<file path="src/rtl/vga_pkg.sv">
// Shared definitions for the VGA line fetcher: fetch FSM states, VGA output
// stage codes and bus arbiter client codes.
package vga_pkg;

  typedef enum logic [1:0] {
    IDLE = 2'd0,
    REQ  = 2'd1,
    READ = 2'd2,
    DONE = 2'd3
  } fetch_state_t;

  localparam logic [1:0] VGA_INACTIVE = 2'd0;
  localparam logic [1:0] VGA_PRE      = 2'd1;
  localparam logic [1:0] VGA_ACTIVE   = 2'd2;

  localparam logic [1:0] CLIENT_CPU  = 2'd0;
  localparam logic [1:0] CLIENT_VGA  = 2'd1;
  localparam logic [1:0] CLIENT_UART = 2'd2;

endpackage

</file>
<file path="src/rtl/vga_line_buf.sv">
// One display line of frame-buffer words: synchronous write port filled by
// the fetch engine, combinational read port serving pixel requests.
module vga_line_buf #(
  parameter int LINE_WORDS = 4,
  parameter int AW         = $clog2(LINE_WORDS)
) (
  input  logic          clk,
  input  logic          nrst,
  input  logic          i_we,
  input  logic [AW-1:0] i_waddr,
  input  logic [31:0]   i_wdata,
  input  logic [AW-1:0] i_raddr,
  output logic [31:0]   o_rdata
);

  logic [31:0] r_mem [LINE_WORDS];

  always_ff @(posedge clk or negedge nrst) begin
    if (!nrst) begin
      for (int i = 0; i < LINE_WORDS; i++) r_mem[i] <= '0;
    end else if (i_we) begin
      r_mem[i_waddr] <= i_wdata;
    end
  end

  assign o_rdata = r_mem[i_raddr];

endmodule

</file>
<file path="src/rtl/vga_line_fetcher.sv">
// Prefetches one display line from SRAM over Wishbone into a local buffer and
// answers VGA pixel-word requests from it with zero added latency.
module vga_line_fetcher
  import vga_pkg::*;
#(
  parameter logic [31:0] BASE_WORD_ADDR = 32'h0000_3E80,
  parameter int          LINE_WORDS     = 4,
  parameter int          NUM_LINES      = 96,
  parameter logic [1:0]  CLIENT_ID      = CLIENT_VGA,
  parameter logic [7:0]  TIMEOUT        = 8'd255
) (
  input  logic        clk,
  input  logic        nrst,
  input  logic [1:0]  vga_state,
  input  logic        vga_data_en,
  input  logic [31:0] vga_word_addr,
  input  logic [3:0]  vga_byte_sel,
  output logic [31:0] vga_data,
  output logic        vga_busy,
  input  logic [1:0]  current_client,
  output logic        bus_req,
  output logic        wb_cyc_o,
  output logic        wb_stb_o,
  output logic        wb_we_o,
  output logic [31:0] wb_adr_o,
  output logic [3:0]  wb_sel_o,
  input  logic [31:0] wb_dat_i,
  input  logic        wb_ack_i,
  output logic        fetch_err
);

  localparam int              AW          = $clog2(LINE_WORDS);
  localparam int              TW          = $clog2(NUM_LINES);
  localparam logic [31:0]     NUM_LINES_W = 32'(NUM_LINES);
  localparam logic [TW-1:0]   LAST_LINE   = TW'(NUM_LINES - 1);
  localparam logic [AW-1:0]   LAST_WORD   = AW'(LINE_WORDS - 1);

  fetch_state_t  r_state, w_nextState;
  logic [TW-1:0] r_lineTag, r_target, r_nextLine, w_trigTarget;
  logic          r_lineValid, r_fetchErr, r_prevEn;
  logic [1:0]    r_prevState;
  logic [AW-1:0] r_count;
  logic [7:0]    r_timer;

  logic [31:0]   w_offset, w_lineIdx, w_bufData;
  logic          w_inRange, w_selOk, w_hit, w_demand;
  logic          w_preEdge, w_enFall, w_trigger, w_granted, w_bufWe;

  // Out-of-window addresses (below base or past the last line) never hit and never fetch.
  assign w_offset  = vga_word_addr - BASE_WORD_ADDR;
  assign w_lineIdx = w_offset >> AW;
  assign w_inRange = (vga_word_addr >= BASE_WORD_ADDR) && (w_lineIdx < NUM_LINES_W);
  assign w_selOk   = (vga_byte_sel == 4'hF);
  assign w_hit     = vga_data_en && w_selOk && r_lineValid && w_inRange &&
                     (w_lineIdx == 32'(r_lineTag));

  assign vga_data  = w_hit ? w_bufData : '0;
  assign vga_busy  = vga_data_en && !w_hit;

  assign w_demand  = vga_data_en && !w_hit && w_selOk && w_inRange;
  assign w_preEdge = (vga_state == VGA_PRE) && (r_prevState != VGA_PRE);
  assign w_enFall  = r_prevEn && !vga_data_en && (vga_state == VGA_ACTIVE);
  assign w_trigger = w_preEdge || w_demand || w_enFall;
  assign w_granted = (current_client == CLIENT_ID);
  assign w_bufWe   = (r_state == READ) && w_granted && wb_ack_i;
  assign wb_we_o   = 1'b0;
  assign fetch_err = r_fetchErr;

  always_comb begin
    w_trigTarget = r_nextLine;
    if (w_preEdge)     w_trigTarget = '0;
    else if (w_demand) w_trigTarget = w_lineIdx[TW-1:0];
  end

  always_ff @(posedge clk or negedge nrst) begin
    if (!nrst) r_state <= IDLE;
    else       r_state <= w_nextState;
  end

  // Losing the grant drops the bus in the same cycle; the word counter is kept so the fetch resumes.
  always_comb begin
    w_nextState = r_state;
    bus_req     = 1'b0;
    wb_cyc_o    = 1'b0;
    wb_stb_o    = 1'b0;
    wb_adr_o    = '0;
    wb_sel_o    = '0;
    case (r_state)
      IDLE: if (w_trigger) w_nextState = REQ;
      REQ: begin
        bus_req = 1'b1;
        if (w_granted) w_nextState = READ;
      end
      READ: begin
        bus_req = 1'b1;
        if (!w_granted) begin
          w_nextState = REQ;
        end else begin
          wb_cyc_o = 1'b1;
          wb_stb_o = 1'b1;
          wb_sel_o = 4'hF;
          wb_adr_o = BASE_WORD_ADDR + (32'(r_target) << AW) + 32'(r_count);
          if (wb_ack_i) begin
            if (r_count == LAST_WORD) w_nextState = DONE;
          end else if (r_timer == TIMEOUT) begin
            w_nextState = IDLE;
          end
        end
      end
      DONE:    w_nextState = IDLE;
      default: w_nextState = IDLE;
    endcase
  end

  always_ff @(posedge clk or negedge nrst) begin
    if (!nrst) begin
      r_lineTag   <= '0;
      r_target    <= '0;
      r_nextLine  <= '0;
      r_lineValid <= 1'b0;
      r_fetchErr  <= 1'b0;
      r_prevEn    <= 1'b0;
      r_prevState <= VGA_INACTIVE;
      r_count     <= '0;
      r_timer     <= '0;
    end else begin
      r_prevState <= vga_state;
      r_prevEn    <= vga_data_en;
      case (r_state)
        IDLE: if (w_trigger) begin
          r_target    <= w_trigTarget;
          r_count     <= '0;
          r_lineValid <= 1'b0;
          if (w_preEdge) begin
            r_nextLine <= '0;
            r_fetchErr <= 1'b0;
          end
        end
        REQ: r_timer <= '0;
        READ: if (w_granted) begin
          if (wb_ack_i) begin
            r_count <= r_count + 1'b1;
            r_timer <= '0;
          end else if (r_timer == TIMEOUT) begin
            r_fetchErr  <= 1'b1;
            r_lineValid <= 1'b0;
          end else begin
            r_timer <= r_timer + 1'b1;
          end
        end
        DONE: begin
          r_lineTag   <= r_target;
          r_lineValid <= 1'b1;
          r_nextLine  <= (r_target == LAST_LINE) ? '0 : r_target + 1'b1;
        end
        default: ;
      endcase
    end
  end

  vga_line_buf #(.LINE_WORDS(LINE_WORDS)) u_buf (
    .clk    (clk),
    .nrst   (nrst),
    .i_we   (w_bufWe),
    .i_waddr(r_count),
    .i_wdata(wb_dat_i),
    .i_raddr(w_offset[AW-1:0]),
    .o_rdata(w_bufData)
  );

endmodule

</file>
<file path="config.mk">
export PLATFORM = sky130hd
export DESIGN_NAME = vga_line_fetcher
export DESIGN_NICKNAME = d
export VERILOG_FILES = /design/src/rtl/vga_pkg.sv /design/src/rtl/vga_line_buf.sv /design/src/rtl/vga_line_fetcher.sv
export SDC_FILE = /design/constraint.sdc
export NUM_CORES = 1
export LEC_CHECK = 0
export CELL_PAD_IN_SITES_DETAIL_PLACEMENT = 0
export CELL_PAD_IN_SITES_GLOBAL_PLACEMENT = 1
export CORE_MARGIN = 4
export CORE_UTILIZATION = 43
export DETAILED_ROUTE_END_ITERATION = 12
export GPL_TIMING_DRIVEN = 0
export PLACE_DENSITY_LB_ADDON = 0.1
export SLEW_MARGIN = 20
export SYNTH_ARGS = -nofsm -noshare
export SYNTH_HDL_FRONTEND = slang
export SYNTH_SLANG_ARGS = --single-unit
</file>
<file path="constraint.sdc">
create_clock -name clk -period 6.7 [get_ports clk]
set_clock_uncertainty 0.1 [all_clocks]
set_input_delay 2.01 -clock clk [delete_from_list [all_inputs] [get_ports clk]]
set_output_delay 2.01 -clock clk [all_outputs]
set_load 0.02 [all_outputs]
</file>
# Word level (Yosys, flattened, before mapping)
# Cells that the tools add are included.
[word_totals]
reg_bits = 166
in_bits = 76
output_inout_bits = 74
word_cells = 126
[classes]
add_sub_neg = 6
order_cmp = 5
n_eq_ne = 22
n_mux = 46
bitwise = 2
reduce_logical = 31
[ops]
columns = ["cell", "n"]
rows = [
  ["bitwise mux 128 bit", 1],
  ["two-way mux 32 bit", 4],
  ["binary-select mux 32 bit (select 2 bit)", 1],
  ["demux 32 bit (select 2 bit)", 1],
  ["two-way mux 7 bit", 5],
  [">= comparator 32 x 14 -> 1 bit, second input constant", 1],
  ["two-way mux 16 bit", 2],
  ["subtractor 32 x 14 -> 32 bit, second input constant", 1],
  ["equality test 30 x 7 -> 1 bit", 1],
  ["less-than comparator 30 x 7 -> 1 bit, second input constant", 1],
  ["two-way mux 8 bit", 3],
  ["two-way mux 2 bit", 9],
  ["adder 15 x 2 -> 16 bit", 1],
  ["one-hot mux 8 bit (2 select lines)", 1],
  ["adder 14 x 9 -> 15 bit, first input constant", 1],
  ["logical AND 1 bit", 14],
  ["one-hot mux 7 bit (2 select lines)", 1],
  ["two-way mux 1 bit", 12],
  ["!= test 2 bit, second input constant", 6],
  ["adder 8 x 1 -> 8 bit, second input constant", 1],
  ["equality test 2 bit, second input constant", 4],
  ["equality test 8 bit, second input constant", 1],
  ["two-way mux 4 bit", 2],
  ["!= test 4 x 3 -> 1 bit, second input constant", 2],
  ["25 further kinds", 36],
]

# Logic depth before layout (Yosys ltp)
[logic_depth]
ltp_word = 13
ltp_mapped = 12
depth_no_buf = 10

# By module
# A second synthesis with hierarchy kept.
[unflattened]
hier_cells = 680
hier_area_um2 = 8724.6
[modules_own_cells]
columns = ["module", "instances", "cells_per_inst", "area_per_inst_um2"]
rows = [
  ["vga_line_buf", 1, 311, 5504.0],
  ["vga_line_fetcher", 1, 369, 3220.6],
]

# Worst setup path after synthesis
# OpenSTA, ideal clock, no wires.
[synth_path]
path_kind = "in2out"
from = "input vga_word_addr[7]"
to = "output vga_data[10]"
arrival_ps = 4266
path_slack_ps = 324
stages = 11
n_path_buf = 2
cell_sequence = "clkbuf_1 inv_1 ha_1 nand4bb_1 o211ai_1 o31a_1 a31o_2 nor3b_2 nand4_1 buf_2 nor2b_1"
[synth_via]
elab_chain_cells = 6
[synth_lines]
columns = ["item", "line", "source"]
rows = [
  ["from (decl)", "vga_line_fetcher.sv:16", "input logic [31:0] vga_word_addr,"],
  ["subtractor 32 x 14 -> 32 bit", "vga_line_fetcher.sv:50", "assign w_offset = vga_word_addr - BASE_WORD_ADDR;"],
  ["less-than comparator 30 x 7 -> 1 bit", "vga_line_fetcher.sv:52", "assign w_inRange = (vga_word_addr >= BASE_WORD_ADDR) && (w_lineIdx < NUM_LINES_W);"],
  ["logical AND 1 bit", "vga_line_fetcher.sv:52", ""],
  ["logical AND 1 bit", "vga_line_fetcher.sv:54", "assign w_hit = vga_data_en && w_selOk && r_lineValid && w_inRange &&"],
  ["logical AND 1 bit (*)", "vga_line_fetcher.sv:54", ""],
  ["two-way mux 32 bit (*)", "vga_line_fetcher.sv:57", "assign vga_data = w_hit ? w_bufData : '0;"],
  ["to (decl)", "vga_line_fetcher.sv:18", "output logic [31:0] vga_data,"],
]
# Mark *: on every way between the ends. The rest lies on a longest branch, timed or not.

# Worst setup path in the final report
[layout_path]
from = "input vga_word_addr[28]"
to = "output vga_busy"
[layout_via]
elab_chain_cells = 7
[layout_lines]
columns = ["item", "line", "source"]
rows = [
  ["subtractor 32 x 14 -> 32 bit", "vga_line_fetcher.sv:50", ""],
  ["less-than comparator 30 x 7 -> 1 bit", "vga_line_fetcher.sv:52", ""],
  ["logical AND 1 bit", "vga_line_fetcher.sv:52", ""],
  ["logical AND 1 bit", "vga_line_fetcher.sv:54", ""],
  ["logical AND 1 bit (*)", "vga_line_fetcher.sv:54", ""],
  ["zero test 1 bit (*)", "vga_line_fetcher.sv:58", "assign vga_busy = vga_data_en && !w_hit;"],
  ["logical AND 1 bit (*)", "vga_line_fetcher.sv:58", ""],
  ["to (decl)", "vga_line_fetcher.sv:19", "output logic vga_busy,"],
]
# Marks and branches as above.

==> flow_metrics.py <==
metrics = {
    "synth": {
        "synth_top_family_by_area": "multiplexers",
        "yosys.area_share.simple_pct": 11.0,
        "postSynthAreaPerCell_um2": 12.6,
        "synth_warnings": 0,
        "netlist.area_leader.share_pct": 48.9,
        "synth-edff-count": 0,
        "yosys-top-cells-count": "166 x dfrtp_1, 135 x mux2_2, 41 x nand2_1",
        "synthesis.area_mm2": 0.00849,
        "synth_mux_area_share_pct": 26.6,
        "ys_seq_elements": 166,
        "synth_compound_area_share_pct": 5.57,
        "synth_area_leaders": "dfrtp_1 49%, mux2_2 18%, mux4_2 8.5%",
        "ys_seq_area_share_pct": 48.9,
        "yosysUniqueCellTypes": 64,
        "yosysMostFrequentCell": "dfrtp_1",
        "synthAdderAreaFrac_pct": 1.92,
        "synthArstFlopShare_pct": 100,
        "yosysTopAreaCell": "dfrtp_1",
        "synth_xor_area_share_pct": 1.34,
        "ys.flop_type": "dfrtp_1",
        "postSynthCellCount": 673,
    },
    "clock_network": {
        "worstSkewPairLatency_ns": 0.42,
        "cts_tree": "built",
        "clock-root-buffer": "clkbuf_16",
        "clkTransAtPathRegs_ns": 0.06,
        "htreeDepth": 4,
        "cts_sinks": 166,
        "clockBufferDepth": 2,
        "cts_buffers": 17,
    },
    "place": {
        "place_inst": 1085,
        "placed_area_mm2": 0.0102,
        "hpwlAfterDp_mm": 14.5,
        "pre_cts_ws_ns": -1.10,
        "gp_congestion": 0.802,
        "port_buffers": 129,
    },
    "drt": {
        "met3WireLength_mm": 1.03,
        "drcViolationCount": 0,
        "wirelength_mm": 21.2,
        "wl_met1_mm": 9.22,
        "antenna_left": 0,
        "dr.max_layer_used": "met4",
        "first_iter_violations": 292,
        "vias_per_cell": 5.26,
        "dr_total_vias": 5961,
        "dr.pass1.iters": 4,
        "wl_per_cell_um": 18.7,
        "met2WireLength_mm": 10.7,
    },
    "sta": {
        "max_freq_mhz": 151,
        "rsz0062_at_grt": "false",
        "post-route-period-util_pct": 98.7,
        "timing.slew.headroom_pct": 34.2,
        "layout_setup_ws_ns": 0.0840,
        "finalSetupViolations": 0,
        "fin_crit_ns": 6.62,
        "final_hold_viol_count": 0,
        "tightest_slew_ns": 0.987,
        "maxSlewViolCount": 0,
    },
    "cells_and_area": {
        "fillCellCount": 1628,
        "drive_gt1_share_pct": 39.4,
        "num-nets-final": 946,
        "finalCoreUtilization_pct": 58.1,
        "postLayoutCellArea_mm2": 0.0113,
        "final_cells": 1134,
        "area_growth_pct": 33.1,
        "antenna_cells": 0,
    },
    "global_routing": {
        "grt.total_usage_pct": 19.4,
        "grt_pass1_wl_mm": 33.8,
        "grt_max_degree": 85,
        "grt_pass1_vias": 6427,
        "antenna_found_initial": 0,
        "grt_overflow": 0,
    },
    "critical_path": {
        "path_class": "in -> out",
        "critPathRequiredTime_ns": 4.59,
        "cp.arrival_ns": 4.51,
        "path_delay_family": "simple AND/OR/NAND/NOR gates",
        "crit_slowest_cell": "or4_4",
        "path_cells": "dlygate4sd2_1, or4_4, or3_4, or3_4, a21oi_4, o32ai_4, nand4_1, buf_6, buf_12, buf_12, and2_4, buf_6",
        "cp-start-kind": "input port",
        "crit_buf_inv": 5,
        "max_stage_delay_ns": 0.52,
        "cp_max_fo": 5,
        "cp-end-kind": "primary output",
    },
    "worst_hold_path": {
        "min_path_type": "reg -> reg",
    },
    "power": {
        "p_per_area_mw_per_mm2": 316,
        "ir_drop_uv": 208,
        "power.leakage_nw": 5.19,
        "power.total_mw": 3.58,
    },
    "floorplanning": {
        "std_cell_rows": 51,
        "io_pins": 150,
        "die_w_um": 149,
        "start_util_pct": 43.6,
        "dieHeight_um": 149,
        "die-area_mm2": 0.0221,
        "coreArea_mm2": 0.0195,
    },
    "job": {
        "cap_violations": 0,
    },
    "run_status": {
        "outcome": "finished, final reports clean",
    },
}
-- through the flow --
stage	setup TNS, ns	hold slack [ns]
2_1_floorplan	0	0.339
3_3_place_gp	-539.56	0.360
3_5_place_dp	-33.45	0.371
4_1_cts	0	0.385
5_1_grt	0	0.408
6_report	0	0.385
-- power by group --
group | total [mW] | internal [mW] | switching, mW
clock network | 0.943 | 0.520 | 0.424
registers | 1.59 | 1.37 | 0.215
logic | 1.05 | 0.620 | 0.426
-- layout by cell type (no fill, tap or decap), types with 7 or more instances in the layout --
cell type	count
clkbuf_16	20
nor2_1	27
dlymetal6s2s_1	9
nor2b_4	13
conb_1	18
dfrtp_1	166
nand3_1	12
clkdlybuf4s50_1	77
mux2_2	135
mux4_2	32
and3_1	7
buf_1	12
ha_1	12
clkbuf_1	11
o21ai_0	21
buf_6	12
nor2b_2	10
nor2b_1	10
inv_1	20
nand2_1	39
xnor2_1	10
nor3_1	8
buf_4	58
-- cell type report --
class / instances / area (um^2) / area share [%]
Inverter: 20 / 75.1 / 0.664
Timing Repair Buffer: 148 / 1490 / 13.2
Buffer: 55 / 362 / 3.20
Multi-Input combinational cell: 449 / 4320 / 38.2
Sequential cell: 166 / 4150 / 36.8
Clock buffer: 17 / 425 / 3.76
Clock inverter: 14 / 144 / 1.27
Tap cell: 265 / 332 / 2.93
-- registers in the layout, indices dropped and copies added, names as in the netlist, 2 cells and up --
name and flops:
r_target 7, r_nextLine 7, r_lineTag 7, u_buf.r_mem 128, r_timer 8, r_count 2
r_state 2, r_prevState 2
-- worst paths after layout --
kind	cells after the start	endpoint	from	slack (ns)
worst max-delay path	12	vga_busy	vga_word_addr[28]	0.08
max in group asynchronous	2	u_buf.r_mem[112]	nrst	4.20
worst max register to register	10	r_count[1]	r_state[0]	3.94
min in group asynchronous	1	r_prevState[0]	nrst	1.47
worst min register to register	2	r_nextLine[4]	r_nextLine[4]	0.38
worst min-delay path	2	r_nextLine[4]	r_nextLine[4]	0.38
-- per-layer routing --
| metal | track usage (%) | vias up |
|---|---|---|
| li1 | - | 2771 |
| met1 | 25.0 | 3039 |
| met2 | 33.2 | 134 |
| met3 | 4.51 | 17 |
| met4 | 4.76 | 0 |
| met5 | 0 | - |
-- worst min-delay path, delay by kind of cell (launching register included) --
| family | cells | cell delay (ns) |
|---|---|---|
| flops | 1 | 0.35 |
| simple gates | 2 | 0.10 |
-- kinds of logic after synthesis --
group / Yosys count
AO/OA/AOI/OAI: 65
XOR/XNOR: 13
adder cells (fa/ha/maj): 13
buffers and inverters: 75
flip-flops: 166
multiplexers: 169
other: 1
AND/OR/NAND/NOR: 171
-- timing repair --
| action | CTS | global route |
|---|---|---|
| gates resized for setup | 205 | 75 |
| pin swaps | 11 | 15 |
| buffers inserted | 6 | 8 |
| setup endpoints to repair | 33 | 33 |
| hold buffers | 0 | 0 |
| gates cloned | 1 | 3 |
No activity file was read; power rests on OpenSTA's default activity.
